==> src/rtl/fmas_pkg.sv <==
// Shared types and constants for the fmas writeback/retire stage.
package fmas_pkg;

  // Cycles from fmas.req to valid rslt/flag.
  localparam int FMAS_LAT = 2;

  // Destination tag width carried through the result FIFO.
  localparam int FMAS_TAGW = 5;

  // IEEE exception flag bit positions in flag / fflags.
  localparam int FL_NV = 4;
  localparam int FL_DZ = 3;
  localparam int FL_OF = 2;
  localparam int FL_UF = 1;
  localparam int FL_NX = 0;

  // One retired result as held in the FIFO.
  typedef struct packed {
    logic [FMAS_TAGW-1:0] tag;
    logic [31:0]          data;
    logic [4:0]           flag;
  } wb_entry_t;

endpackage

==> src/rtl/fmas_wb_fifo.sv <==
// In-order result FIFO; head is read straight from storage (no bypass).
// DEPTH must be a power of two and at least 2.
module fmas_wb_fifo
  import fmas_pkg::*;
#(
  parameter int DEPTH = 4
)(
  input  logic      clk,
  input  logic      reset,
  input  logic      push,
  input  wb_entry_t push_data,
  input  logic      pop,
  output wb_entry_t head,
  output logic      empty,
  output logic      full
);

  localparam int AW = $clog2(DEPTH);

  // Pointers carry one extra wrap bit to tell full from empty.
  logic [AW:0] wr_ptr_reg;
  logic [AW:0] rd_ptr_reg;
  wb_entry_t   mem [DEPTH];

  logic do_pop;
  assign do_pop = pop & ~empty;

  // Pointer update; reset drops all queued entries.
  always_ff @(posedge clk) begin
    if (!reset) begin
      wr_ptr_reg <= '0;
      rd_ptr_reg <= '0;
    end else begin
      if (push)   wr_ptr_reg <= wr_ptr_reg + 1'b1;
      if (do_pop) rd_ptr_reg <= rd_ptr_reg + 1'b1;
    end
  end

  // Storage write; contents need no reset since validity lives in the pointers.
  always_ff @(posedge clk) begin
    if (push) mem[wr_ptr_reg[AW-1:0]] <= push_data;
  end

  assign head  = mem[rd_ptr_reg[AW-1:0]];
  assign empty = (wr_ptr_reg == rd_ptr_reg);
  assign full  = (wr_ptr_reg[AW] != rd_ptr_reg[AW]) &&
                 (wr_ptr_reg[AW-1:0] == rd_ptr_reg[AW-1:0]);

endmodule

==> src/rtl/fmas_wb.sv <==
// Writeback/retire stage behind fmas: shadows issued tags for LAT cycles,
// captures rslt/flag into an in-order FIFO, owns issue credits and fflags.
module fmas_wb
  import fmas_pkg::*;
#(
  parameter int TAGW  = FMAS_TAGW,
  parameter int DEPTH = 4,
  parameter int LAT   = FMAS_LAT
)(
  input  logic            clk,
  input  logic            reset,
  input  logic            req,
  input  logic [TAGW-1:0] req_tag,
  output logic            req_ready,
  input  logic [31:0]     rslt,
  input  logic [4:0]      flag,
  output logic            wb_valid,
  input  logic            wb_ready,
  output logic [TAGW-1:0] wb_tag,
  output logic [31:0]     wb_data,
  output logic [4:0]      wb_flag,
  output logic [4:0]      fflags,
  input  logic            fflags_clr,
  output logic            busy,
  output logic            err
);

  localparam int CW = $clog2(DEPTH + 1);

  logic [LAT-1:0]  stage_valid_reg;
  logic [TAGW-1:0] stage_tag_reg [LAT];
  logic [CW-1:0]   cnt_reg;
  logic [4:0]      fflags_reg;
  logic            err_reg;

  logic      accept;
  logic      pop;
  logic      capture;
  logic      fifo_empty;
  logic      fifo_full;
  wb_entry_t push_entry;
  wb_entry_t head;

  assign req_ready = (cnt_reg < CW'(DEPTH));
  assign accept    = req & req_ready;
  assign pop       = wb_valid & wb_ready;
  assign capture   = stage_valid_reg[LAT-1];

  // Valid bits of the tag shadow pipeline; shifts every cycle, never stalls.
  always_ff @(posedge clk) begin
    if (!reset) begin
      stage_valid_reg <= '0;
    end else begin
      stage_valid_reg[0] <= accept;
      for (int i = 1; i < LAT; i++) stage_valid_reg[i] <= stage_valid_reg[i-1];
    end
  end

  // Tags ride alongside the valid bits; meaningless where the valid is low.
  always_ff @(posedge clk) begin
    stage_tag_reg[0] <= req_tag;
    for (int i = 1; i < LAT; i++) stage_tag_reg[i] <= stage_tag_reg[i-1];
  end

  assign push_entry = '{tag: FMAS_TAGW'(stage_tag_reg[LAT-1]), data: rslt, flag: flag};

  // Credits cover in-flight plus queued results, so a push never meets full;
  // the full gate only protects storage if that invariant were ever broken.
  fmas_wb_fifo #(
    .DEPTH (DEPTH)
  ) u_fifo (
    .clk       (clk),
    .reset     (reset),
    .push      (capture & ~fifo_full),
    .push_data (push_entry),
    .pop       (pop),
    .head      (head),
    .empty     (fifo_empty),
    .full      (fifo_full)
  );

  assign wb_valid = ~fifo_empty;
  assign wb_tag   = TAGW'(head.tag);
  assign wb_data  = head.data;
  assign wb_flag  = head.flag;

  // Issue credit counter: up on accept, down on pop, hold when both.
  always_ff @(posedge clk) begin
    if (!reset) begin
      cnt_reg <= '0;
    end else begin
      case ({accept, pop})
        2'b10:   cnt_reg <= cnt_reg + CW'(1);
        2'b01:   cnt_reg <= cnt_reg - CW'(1);
        default: cnt_reg <= cnt_reg;
      endcase
    end
  end

  // Sticky exception flags; a popped flag survives a same-cycle clear.
  always_ff @(posedge clk) begin
    if (!reset) begin
      fflags_reg <= '0;
    end else if (pop) begin
      fflags_reg <= (fflags_clr ? 5'b0 : fflags_reg) | head.flag;
    end else if (fflags_clr) begin
      fflags_reg <= '0;
    end
  end

  // Sticky protocol error: request issued while no credit was available.
  always_ff @(posedge clk) begin
    if (!reset) begin
      err_reg <= 1'b0;
    end else if (req & ~req_ready) begin
      err_reg <= 1'b1;
    end
  end

  assign fflags = fflags_reg;
  assign err    = err_reg;
  assign busy   = (|stage_valid_reg) | ~fifo_empty;

endmodule

==> config.mk <==
export PLATFORM = sky130hd
export DESIGN_NAME = fmas_wb
export DESIGN_NICKNAME = d
export VERILOG_FILES = /design/src/rtl/fmas_pkg.sv /design/src/rtl/fmas_wb_fifo.sv /design/src/rtl/fmas_wb.sv
export SDC_FILE = /design/constraint.sdc
export NUM_CORES = 1
export LEC_CHECK = 0
export ABC_CLOCK_PERIOD_IN_PS = 4500
export BUFFER_PORTS_ARGS = -buffer_cell sky130_fd_sc_hd__buf_4
export CAP_MARGIN = 10
export CORE_AREA = 2 2 147 149
export CTS_CLUSTER_DIAMETER = 80
export DETAILED_ROUTE_END_ITERATION = 10
export DIE_AREA = 0 0 149 151
export HOLD_SLACK_MARGIN = 0.02
export MAX_ROUTING_LAYER = met4
export PLACE_DENSITY = 0.6
export SYNTH_ARGS = -nofsm -noshare
export SYNTH_HDL_FRONTEND = slang
export SYNTH_SLANG_ARGS = --single-unit
export TNS_END_PERCENT = 50
==> constraint.sdc <==
create_clock -name clk -period 4.5 [get_ports clk]
set_clock_uncertainty 0.15 [all_clocks]
set_input_delay 0.675 -clock clk [delete_from_list [all_inputs] [get_ports clk]]
set_output_delay 0.675 -clock clk [all_outputs]
set_load 0.005 [all_outputs]
Word-level counts from Yosys, hierarchy flattened:

Memories as Yosys holds them, arrays and structs flattened. A register that Yosys moved wholly into a read port is not among the register bits.
Cells that the tools add are included.

* register bits: 17
* memory bits (writable): 178
* input port bits: 47
* output and inout bits: 51
* word-level logic and storage cells: 38
* memories: 2

* $add $sub $neg: 4
* $lt $le $gt $ge: 1
* equal/unequal tests: 5
* multiplexer cells: 7
* bitwise gates (word level): 10
* reductions and logical operators: 3

Memories
* u_fifo.mem: depth 4, bits a word 42, read ports 1, clocked after Yosys merged registers in 1, wr ports 1, RTL line fmas_wb_fifo.sv:23 `wb_entry_t mem [DEPTH];`
* stage_tag_reg: depth 2, bits a word 5, read ports 2, clocked after Yosys merged registers in 0, wr ports 2, RTL line fmas_wb.sv:31 `logic [TAGW-1:0] stage_tag_reg [LAT];`

Operator list (count)
* 2-to-1 mux 5 bit: 2
* adder 3 x 1 -> 3 bit (second input constant): 3
* case mux 3 bit (2 select lines): 1
* bitwise AND 1 bit: 5
* bitwise OR 5 bit: 1
* 2-to-1 mux 2 bit: 2
* equality test 3 bit: 1
* < comparator 3 bit (second input constant): 1
* NOT 1 bit: 3
* subtractor 3 x 1 -> 3 bit (second input constant): 1
* equality test 2 x 1 -> 1 bit (second input constant): 1
* equality test 2 bit: 1
* equality test 2 bit (second input constant): 1
* 2-to-1 mux 1 bit: 2
* nonzero test 2 bit: 1
* OR reduction 2 bit: 1
* logical AND 1 bit: 1
* inequality test 1 bit: 1
* bitwise OR 1 bit: 1

Depth between registers and ports, before layout:

* depth in word-level cells: 6
* mapped depth: 9
* gate-level depth less buffers: 9

Modules after synthesis:

From an unflattened synthesis, not the netlist that was laid out.

* cell total of the unflattened synthesis: 337
* area, all modules: 7270.7 um^2

By module, submodules not included
* fmas_wb_fifo: times used 1, cells each 275, area each 6600.1 um^2, seq. area each 5205.0 um^2
* fmas_wb: times used 1, cells each 62, area each 670.6 um^2, seq. area each 420.4 um^2

Worst setup path after synthesis:

Ideal clock, no wire load.

* path kind: register to register
* start point: reg u_fifo.wr_ptr_reg[1]
* end point: mem u_fifo.mem[1][0] (netlist bit) (enable)
* library setup time: 0.404 ns
* arrival: 1.966 ns
* required time: 3.946 ns
* slack: 1.980 ns
* cell stages (with the launch flop): 4
* buffers on the path: 0
* clock period less this slack: 2.520 ns
* cells stage by stage: dfxtp_1 -> xor2_2 -> o31a_2 -> and2_1

* cells in the longest elaborated chain, start to end: 6

Ends and longest elaborated chain
* start: declaration: RTL line fmas_wb_fifo.sv:21 `logic [AW:0] wr_ptr_reg;`
* start signal: assignment: RTL line fmas_wb_fifo.sv:34 `if (push) wr_ptr_reg <= wr_ptr_reg + 1'b1;`
* equality test 2 bit: RTL line fmas_wb_fifo.sv:47 `(wr_ptr_reg[AW-1:0] == rd_ptr_reg[AW-1:0]);`
* logical AND 1 bit: RTL line fmas_wb_fifo.sv:46 `assign full = (wr_ptr_reg[AW] != rd_ptr_reg[AW]) &&`
* NOT 1 bit: RTL line fmas_wb.sv:74 `.push (capture & ~fifo_full),`
* bitwise AND 1 bit: RTL line fmas_wb.sv:74
* 2-to-1 mux 1 bit: RTL line fmas_wb_fifo.sv:41 `if (push) mem[wr_ptr_reg[AW-1:0]] <= push_data;`
* 2-to-1 mux 1 bit (not written as such): RTL line fmas_wb_fifo.sv:41
* end: declaration: RTL line fmas_wb_fifo.sv:23

Several ways; a longest one is shown, not always the timed one.

==> out/results.txt <==
Initial Utilization: 0.3484
Max-slew violations: 0
Nets: 498
Crit-path slowest cell: dfxtp_4
Distinct cells, synth: 35
Cells after Synth: 335
Initial antenna violation count: 0
Port buffer count: 97
CTS root buf: clkbuf_16
Endpoints failing setup: 0
Switching share of power: 0.2179
Static leakage: 2.984 nW
Row count: 53
Iteration-0 DRC Markers: 186
Top cell type's share of synthesized area: 0.6954
# diodes: 0
H-tree depth: 4
Clock period minus worst slack: 2.994 ns
Via density: 4.689
Worst path arrival time: 2.17 ns
Critical path, cell by cell: mux4_2, buf_4
Synth async-reset ratio: 0
Global-route wire length before repair: 20570 µm
Synthesized area: 7254 µm²
Layout cells sized above 1: 0.4092
Area Growth Syn to Fin: 21.89%
Class of the worst hold path: flop to flop
Number of setup buffers added after CTS: 0
I/O pin cnt: 98
Vias in the first global route: 3688
CTS tree: built
Dominant synthesized flop cell: edfxtp_1
Tightest Pin Transition: 0.9149 ns
Post-synth net total: 389
Number of synthesized flops with an enable pin: 168
Synth Warn #: 0
Die span in y: 151 µm
Tcrit/Tclk final: 0.6653
Mapped Avg Cell Area: 21.66 µm²
Register clock-pin slew on the reported worst setup and hold paths: 0.07 ns
Gpl congestion: 0.6957
Total number of vias: 3432
CP Max Fanout: 42
Synth area leaders: edfxtp_1 (70%), mux4_2 (13%), dfxtp_1 (8.0%)
Gr usage total: 0.1291
Critical path launch point type: flop
Core ar.: 20820 µm²
Sequential share of power: 0.544
Flops & latches, synth: 197
CP max stage delay: 0.93 ns
Max cap viols: 0
Post-cts resize count: 0
Post-synth top area cell: edfxtp_1
Max reg flops: 168
Crit path buffers/inverters: 1
Cell family with most CP delay: flip-flops
Critical path type: flop to primary output
PwrDens: 428.6 nW/µm²
CTS sink cnt: 197
Final WL: 13370 µm
FMAX: 0.3340 GHz
Internal cell power: 2.964 mW
Outcome: complete, no violations
Net switching power: 825.6 µW
Fin. Hold Viols: 0
Total gr overflow: 0
Critical Path RT: 3.67 ns
Max_slew headroom: 0.3901
Routed WL per cell: 18.27 µm
Clk Latency, worst-skew pair: 0.42 ns
Comb pwr share: 0.075
RSZ-0062 raised after global routing: no
Cts hold-fix bufs: 0
Setup TNS: 0 ns
Peak supply drop: 0.2510 mV
ANT nets after route: 0
Area of the die: 22500 µm²
Residual DRC: 0
Inserted Clock Buffers: 17
DIE WIDTH: 149 µm
Clk buf depth: 2
Pin count of the biggest net entering global routing: 43
Fill cell count: 1872
Sequential share of the synthesized area: 0.7754
Critical Path End Type: primary output
DRT Pass-1 Iters: 6
Final Util: 0.4246
Clock power frac: 0.381
Detailed-placement wirelength estimate: 8520 µm
synth_stat cells (3+ instances only):
cell      count
edfxtp_1    168
mux4_2       42
dfxtp_1      29
nand2_1      14
inv_1        10
ha_1          6
o21ai_0       6
mux2i_1       5
nand3b_1      5
nor2_1        5
and2_1        4
buf_2         4
a21oi_1       3
buf_8         3
clkbuf_1      3
xnor2_1       3
xor2_1        3
routing by layer:
metal / global-route usage / part of all wire
met5: - / 0
met4: 0.03667 / 0.0095
met3: 0.04759 / 0.054
met2: 0.2060 / 0.49
met1: 0.1556 / 0.45
worst paths after layout:
| path | startpoint | end | slack [ns] | cells past startpoint |
|---|---|---|---|---|
| worst max-delay path | flop | wb_flag[4] | 1.51 | 2 |
| worst min-delay path | stage_tag_reg[0][3] | stage_tag_reg[0][8] | 0.18 | 0 |
| worst max register to register | u_fifo.wr_ptr_reg[1] | u_fifo.mem[0][1] | 1.86 | 4 |
| worst min register to register | stage_tag_reg[0][3] | stage_tag_reg[0][8] | 0.18 | 0 |
final cells by class:
cell class | count | area, µm² | share of cell area
Inverter | 11 | 41.29 | 0.004670
Multi-Input combinational cell | 115 | 1493 | 0.1688
Sequential cell | 197 | 5630 | 0.6368
Clock buffer | 17 | 425.4 | 0.04811
Tap cell | 275 | 344.1 | 0.03891
Clock inverter | 15 | 142.6 | 0.01613
Timing Repair Buffer | 102 | 765.7 | 0.08660
power groups by stage:
stage / clock network, mW / registers [mW] / logic (mW)
3_5_place_dp: 0 / 2.11 / 0.290
2_1_floorplan: 0 / 2.07 / 0.179
4_1_cts: 1.48 / 2.07 / 0.292
6_report: 1.44 / 2.06 / 0.285
3_3_place_gp: 0 / 2.10 / 0.282
5_1_grt: 1.56 / 2.07 / 0.310
layout by cell type (no fill, tap or decap), types with 4 or more instances in the layout:
master       n
inv_1       10
nor2_1       5
nand2_1     14
nand3b_1     5
dfxtp_1     27
inv_6        5
buf_4      102
clkbuf_16   17
edfxtp_1   168
and2_2       4
o21ai_0      6
mux2i_1      5
mux4_2      42
ha_1         6
stage by stage:
step | setup slack (ns) | instances | power [mW] | instance area [µm²] | hold WS, ns
after CTS | 1.377 | 732 | 3.840 | 8842 | 0.1774
after global placement | 1.849 | 700 | 2.386 | 8274 | 0.1666
final | 1.506 | 732 | 3.790 | 8842 | 0.1819
after floorplan | 1.980 | 335 | 2.249 | 7254 | 0.1596
after global routing | 1.312 | 732 | 3.938 | 8842 | 0.1675
after detailed placement | 1.835 | 700 | 2.397 | 8274 | 0.1650
kinds of logic (layout without fill, tap and decap cells):
family / count (synthesis) / in the layout / share of synthesized area
flip-flops: 197 / 197 / 0.7754
AND/OR/NAND/NOR: 36 / 36 / 0.02622
AO/OA/AOI/OAI: 17 / 17 / 0.01690
XOR/XNOR: 8 / 8 / 0.01173
adder cells (fa/ha/maj): 7 / 7 / 0.01311
buffers and inverters: 23 / 145 / 0.01932
multiplexers: 47 / 47 / 0.1373
(Power assumes the default switching activity.)
